**src/rtl/trace_buffer_instrucao.sv**
```systemverilog
// trace_buffer_instrucao
//   Instruction trace FIFO for the multicycle processor. Each rising edge of Done is one
//   completed instruction. When Enable is high, the block stores the record
//   {index, BusWires, Rx_data, Ry_data}. Records are popped one at a time with Next.
//   The output is first-word-fall-through: the head record is visible on Out_* while
//   Out_valid is high, and Out_* read 0 while the FIFO is empty.
// Ports
//   Clock, Resetn          : system clock, asynchronous active-low reset
//   Done                   : processor completion flag (level; edge-detected here)
//   BusWires/Rx_data/Ry_data: values captured on the Done rising edge
//   Enable                 : 1 = store records, 0 = only advance the instruction index
//   Next                   : one-cycle pop strobe
//   Clear                  : synchronous flush of pointers, level, index and overflow
//   Out_valid/Out_*        : head record
//   Level/Full/Empty       : occupancy (0..DEPTH)
//   Overflow               : sticky, set when a record was dropped on a full FIFO
module trace_buffer_instrucao #(
  parameter int unsigned DEPTH  = 8,
  parameter int unsigned ADDR_W = 3,
  parameter int unsigned DATA_W = 16
) (
  input  logic              Clock,
  input  logic              Resetn,
  input  logic              Done,
  input  logic [DATA_W-1:0] BusWires,
  input  logic [DATA_W-1:0] Rx_data,
  input  logic [DATA_W-1:0] Ry_data,
  input  logic              Enable,
  input  logic              Next,
  input  logic              Clear,
  output logic              Out_valid,
  output logic [DATA_W-1:0] Out_index,
  output logic [DATA_W-1:0] Out_bus,
  output logic [DATA_W-1:0] Out_rx,
  output logic [DATA_W-1:0] Out_ry,
  output logic [ADDR_W:0]   Level,
  output logic              Full,
  output logic              Empty,
  output logic              Overflow
);

  localparam int unsigned RecW = 4 * DATA_W;
  localparam logic [ADDR_W:0]   LevelFull = (ADDR_W + 1)'(DEPTH);
  localparam logic [ADDR_W:0]   LevelOne  = (ADDR_W + 1)'(1);
  localparam logic [ADDR_W-1:0] PtrOne    = ADDR_W'(1);
  localparam logic [DATA_W-1:0] IdxOne    = DATA_W'(1);

  logic [RecW-1:0]   mem_q [DEPTH];
  logic [ADDR_W-1:0] head_q, head_d;
  logic [ADDR_W-1:0] tail_q, tail_d;
  logic [ADDR_W:0]   level_q, level_d;
  logic [DATA_W-1:0] idx_q, idx_d;
  logic              done_q;
  logic              ovf_q, ovf_d;

  logic capture, pop, push, drop, full, empty;
  logic [RecW-1:0] head_rec;

  assign full    = (level_q == LevelFull);
  assign empty   = (level_q == '0);
  assign capture = Done & ~done_q;
  assign pop     = Next & ~empty & ~Clear;
  // A full FIFO still accepts a push when a pop in the same cycle frees the head slot.
  assign push    = capture & Enable & (~full | pop) & ~Clear;
  assign drop    = capture & Enable & full & ~pop & ~Clear;

  always_comb begin
    head_d  = head_q;
    tail_d  = tail_q;
    level_d = level_q;
    idx_d   = idx_q;
    ovf_d   = ovf_q;
    if (Clear) begin
      head_d  = '0;
      tail_d  = '0;
      level_d = '0;
      idx_d   = '0;
      ovf_d   = 1'b0;
    end else begin
      if (capture) idx_d = idx_q + IdxOne;
      if (push)    tail_d = tail_q + PtrOne;
      if (pop)     head_d = head_q + PtrOne;
      if (push && !pop) level_d = level_q + LevelOne;
      if (pop && !push) level_d = level_q - LevelOne;
      if (drop)    ovf_d = 1'b1;
    end
  end

  always_ff @(posedge Clock or negedge Resetn) begin
    if (!Resetn) begin
      head_q  <= '0;
      tail_q  <= '0;
      level_q <= '0;
      idx_q   <= '0;
      done_q  <= 1'b0;
      ovf_q   <= 1'b0;
    end else begin
      head_q  <= head_d;
      tail_q  <= tail_d;
      level_q <= level_d;
      idx_q   <= idx_d;
      done_q  <= Done;
      ovf_q   <= ovf_d;
    end
  end

  // Storage needs no reset; validity is tracked by level_q.
  always_ff @(posedge Clock) begin
    if (push) mem_q[tail_q] <= {idx_q, BusWires, Rx_data, Ry_data};
  end

  always_comb begin
    head_rec = '0;
    if (!empty) head_rec = mem_q[head_q];
  end

  assign Out_valid = ~empty;
  assign Out_index = head_rec[4*DATA_W-1:3*DATA_W];
  assign Out_bus   = head_rec[3*DATA_W-1:2*DATA_W];
  assign Out_rx    = head_rec[2*DATA_W-1:DATA_W];
  assign Out_ry    = head_rec[DATA_W-1:0];
  assign Level     = level_q;
  assign Full      = full;
  assign Empty     = empty;
  assign Overflow  = ovf_q;

endmodule

```
**config.mk**
```make
export PLATFORM = sky130hd
export DESIGN_NAME = trace_buffer_instrucao
export DESIGN_NICKNAME = d
export VERILOG_FILES = /design/src/rtl/trace_buffer_instrucao.sv
export SDC_FILE = /design/constraint.sdc
export NUM_CORES = 1
export LEC_CHECK = 0
export BUFFER_PORTS_ARGS = -buffer_cell sky130_fd_sc_hd__buf_2
export CORE_MARGIN = 5
export CORE_UTILIZATION = 42
export CTS_CLUSTER_SIZE = 12
export DETAILED_ROUTE_END_ITERATION = 7
export SLEW_MARGIN = 20
export SYNTH_ARGS = -nofsm -noshare
export SYNTH_HDL_FRONTEND = slang
export SYNTH_SLANG_ARGS = --single-unit
```
**constraint.sdc**
```tcl
create_clock -name Clock -period 13.5 [get_ports Clock]
set_clock_uncertainty 0.2 [all_clocks]
set_input_delay 0.675 -clock Clock [delete_from_list [all_inputs] [get_ports Clock]]
set_output_delay 0.675 -clock Clock [all_outputs]
set_load 0.01 [all_outputs]
```
Yosys cells after proc, flatten, opt, wreduce, memory -nomap -nowiden
Memories as Yosys holds them, arrays and structs flattened. Index checks and enable logic that the tools add are counted.

Bits in read-only memories: 0. Latch bits: 0. Memories kept: 1. Register bits after elaboration: 28. Input port bits: 54. Word-level logic and storage cells: 52. RAM bits: 512. Output and inout bits: 72.

Memories: mem_q (depth 8, width 64, rd ports 1, clocked after memory_dff 0, write ports 1, line 48) `logic [RecW-1:0] mem_q [DEPTH];`.

Multipliers: 0. Eq/ne operators: 1. Add/subtract/negate cells: 5. Divide/modulo/power cells: 0. Muxes and demuxes: 14. Reductions and logical operators: 10. Shift operators: 0. Magnitude comparators: 0. Bitwise logic cells: 15.

Operators by type and width (number): two-way mux 64 bit (1); two-way mux 16 bit (2); adder 16 x 1 -> 16 bit, second input constant (1); two-way mux 3 bit (4); two-way mux 4 bit (3); AND 1 bit (9); nonzero test 2 bit (4); adder 3 x 1 -> 3 bit, second input constant (2); inverter 1 bit (5); adder 4 x 1 -> 4 bit, second input constant (1); equality test 4 bit, second input constant (1); logical NOT 4 bit (1); two-way mux 1 bit (4); subtractor 4 x 1 -> 4 bit, second input constant (1); nonzero test 3 bit (1); logical AND 1 bit (2); logical NOT 1 bit (2); bitwise OR 1 bit (1).

Logic depth before layout (Yosys ltp)
Depth in word-level cells: 11. Mapped depth: 10.

Worst setup path before layout
Ideal clock, no wire load.

Path type: input to register. From: in Enable. To: mem mem_q[0][0] (netlist bit), enable pin. Stages: 4. Setup time: 565 ps. Slack: 6884 ps. Buffers on the path: 0. Arrival time: 5851 ps. Path through: nand3b_1 -> o21bai_1 -> or3_1 -> nor3_1.

Longest elaborated chain between the ends: 5.

RTL lines: from (decl) (line 28) `input logic Enable,`; AND 1 bit (3 in series) (line 64) `assign push = capture & Enable & (~full | pop) & ~Clear;`; two-way mux 1 bit (line 109) `if (push) mem_q[tail_q] <= {idx_q, BusWires, Rx_data, Ry_data};`; two-way mux 1 bit (not written as such) (line 109); to (decl) (line 48).

No other way between the ends.

Final worst setup path
From: reg head_q[0]. To: out Out_index[10].

Longest elaborated chain between the ends: 2.

RTL lines: from (decl) (line 49) `logic [ADDR_W-1:0] head_q, head_d;`; from (signal assigned) (line 91) `head_q <= '0;`; from (signal assigned) (line 98) `head_q <= head_d;`; memory (8 x 64 bit); two-way mux 64 bit (line 114) `if (!empty) head_rec = mem_q[head_q];`; to (decl) (line 32) `output logic [DATA_W-1:0] Out_index,`.

No other way between the ends.

==> results.py <==
metrics = {
    "floorplan": {
        "die_h_um": 232.7,
        "rows": 81,
        "start_util_pct": 42.55,
        "coreArea_um2": 48950,
        "die_x_um": 232.7,
        "dieArea_um2": 54140,
        "ios": 126,
    },
    "global_route": {
        "antenna_found_initial": 1,
        "grt_pass1_wl_um": 65050,
        "grt_overflow": 0,
        "grt_pass1_vias": 10410,
        "track_usage_pct": 15.99,
        "grt_max_degree": 99,
    },
    "clock_tree": {
        "cts_tree": "done",
        "cts_htree_levels": 2,
        "worstSkewPairLatency_ps": 580,
        "cts_made_buffers": 55,
        "root_buffer": "clkbuf_16",
        "postCtsResizedCells": 0,
        "clk_pin_slew_ps": 60,
        "max-clock-path-buffers": 3,
        "cts.sinks": 540,
    },
    "yosys": {
        "async_flop_share_pct": 5.185,
        "yosys_warnings": 0,
        "synth-main-ff-cell": "edfxtp_1",
        "syn-instance-count": 973,
        "synth_area_per_cell_um2": 21.41,
        "ys_seq_area_share_pct": 77.18,
        "synth_cell_types": 35,
        "ys_seq_elements": 540,
        "syn_nets": 1032,
        "synth_edf_count": 512,
        "netlist_area_um2": 20830,
    },
    "worst_setup_path": {
        "worstPathArrival_ps": 3480,
        "critPathCapture": "Out_index[10]",
        "path_class": "register to output port",
        "crit_start": "head_q[0]",
        "reg2reg_depth": 5,
        "reg2reg_to": "mem_q[6][12]",
        "crit-reg2reg-launch": "done_q",
        "cp-start-kind": "register",
        "critPathRequiredTime_ps": 12620,
        "rrSetupSlack_ps": 9840,
        "end_kind": "output port",
        "path_max_fanout": 98,
    },
    "cells_and_area": {
        "fin_nets": 1185,
        "diodes": 0,
        "syn2layout_area_growth_pct": 15.23,
        "final_core_util_pct": 49.03,
        "final_cell_mix": "edfxtp_1 (512), mux4_2 (128), buf_2 (125)",
        "layout_commonest_cell": "edfxtp_1",
        "drive_above_1_share_pct": 30.12,
    },
    "routing": {
        "via_per_inst": 5.300,
        "drt_wl_total_um": 42570,
        "via_count": 9678,
        "drtAntennaViolNets": 0,
        "wire_per_inst_um": 23.31,
        "first_pass_iters": 4,
        "drt-initial-drc-count": 784,
        "drc": 0,
    },
    "sta": {
        "hold_viol_final": 0,
        "tns_ps": 0,
        "drv_slew": 0,
        "tightestPinTransition_ps": 1080,
        "setup_viol": 0,
        "maxSlewHeadroom_pct": 27.85,
        "fin_crit_ps": 4354,
        "rsz0062_at_grt": "false",
        "timing.fmax_mhz": 229.7,
        "fin_crit_sh_pct": 32.25,
    },
    "power_and_ir_drop": {
        "p_sw_mw": 1.096,
        "internal_power_mw": 3.054,
        "leakage_nw": 7.825,
        "p_sw_share_pct": 26.40,
        "irDropWorstVdd_v": 0.0001352,
        "clockPowerShare_pct": 33.9,
        "power_density_nw_per_um2": 172.9,
        "seqPwrFrac_pct": 45.5,
        "combPwrFrac_pct": 20.6,
    },
    "worst_hold_path": {
        "min_from": "BusWires[6]",
        "min_path_type": "primary input to register",
    },
    "run_status": {
        "status": "finished, final reports clean",
    },
    "placement": {
        "hpwl_um": 22050,
        "io_buffers": 125,
        "place.gp.congestion": 0.7117,
    },
    "flow_run": {
        "maxCapViolations": 0,
    },
}
==> critical path, stage by stage (launching register included) <==
cell,delay [ps]
dfrtp_4,890
buf_12,690
mux4_2,590
mux2i_1,380
nor2_1,120
buf_2,190
==> sequential cells by signal, summed over array words and instances (netlist names) <==
name      count
idx_q        16
mem_q       512
tail_q        3
Level         4
Overflow      1
done_q        1
head_q        3
==> metrics by stage <==
| stage | hold slack (ps) | std cells | instance area (µm²) | setup WS (ps) | total power, mW |
|---|---|---|---|---|---|
| floorplan | 179.4 | 973 | 20830 | 6884 | 2.496 |
| detailed placement | 293.4 | 1728 | 22260 | 9424 | 2.805 |
| finish | 160.0 | 1826 | 24000 | 9146 | 4.149 |
| CTS | 122.9 | 1823 | 23920 | 8795 | 4.218 |
| global route | 136.6 | 1826 | 24000 | 8865 | 4.349 |
| global placement | 292.5 | 1728 | 22260 | 9432 | 2.798 |
==> Yosys cell counts, types with 3 or more instances <==
cell	n	area share (%)
a21oi_1	3	0.072
buf_1	6	0.11
buf_2	20	0.48
clkbuf_1	21	0.38
dfrtp_1	28	3.4
edfxtp_1	512	74
ha_1	5	0.30
inv_1	7	0.13
mux2i_1	66	3.2
mux4_2	128	14
nand2_1	10	0.18
nand2b_1	3	0.090
nand3_1	7	0.17
nand4_1	5	0.15
nor2_1	98	1.8
nor3_1	6	0.14
o21ai_0	4	0.096
or3_1	3	0.090
xnor2_1	10	0.42
xor2_1	10	0.42
==> cell families after synthesis <==
logic type	Yosys count	synth area share (%)
AO/OA/AOI/OAI	13	0.3844
XOR/XNOR	20	0.8410
adder cells (fa/ha/maj)	5	0.3004
buffers and inverters	55	1.117
flip-flops	540	77.18
multiplexers	197	17.18
AND/OR/NAND/NOR	143	2.998
==> how the worst min path moves through the flow <==
stage / cells after the start / to / slack [ps]
after global placement: 2 / Overflow / 290
after floorplan: 0 / Level[0] / 180
final: 1 / mem_q[7][38] / 160
after CTS: 1 / mem_q[1][40] / 120
after global routing: 1 / mem_q[4][43] / 140
after detailed placement: 2 / Overflow / 290
==> layout make-up <==
cell class / count / area (µm²)
inverter: 7 / 26.28
fill: 3983 / 24950
clock buffer: 78 / 1493
multi-input combinational: 378 / 4574
timing repair buffer: 144 / 845.8
tap: 664 / 830.8
clock inverter: 15 / 143.9
sequential: 540 / 16090
==> per-layer routing <==
metal  part of all wire, %  global-route usage [%]  vias to the layer above  routed length [µm]
met5                     0                       0                        -                   0
met4                   1.8                   3.637                        0                 750
met3                   4.8                   3.002                       56                2051
met2                    48                   25.47                      217               20270
met1                    46                   23.32                     5117               19500
li1                      -                       -                     4288                   -
==> power by group through the flow <==
stage	logic (mW)	clock network [mW]	registers (mW)
floorplan	0.607	0	1.89
CTS	0.867	1.44	1.91
detailed placement	0.864	0	1.94
finish	0.856	1.41	1.89
global placement	0.858	0	1.94
global route	0.937	1.52	1.89
==> timing repair <==
item,CTS,global route
endpoints found under the hold margin,29,0
setup buffers,0,0
setup endpoints to repair,0,0
hold buffers,2,0
No activity file was read; power rests on OpenSTA's default activity.
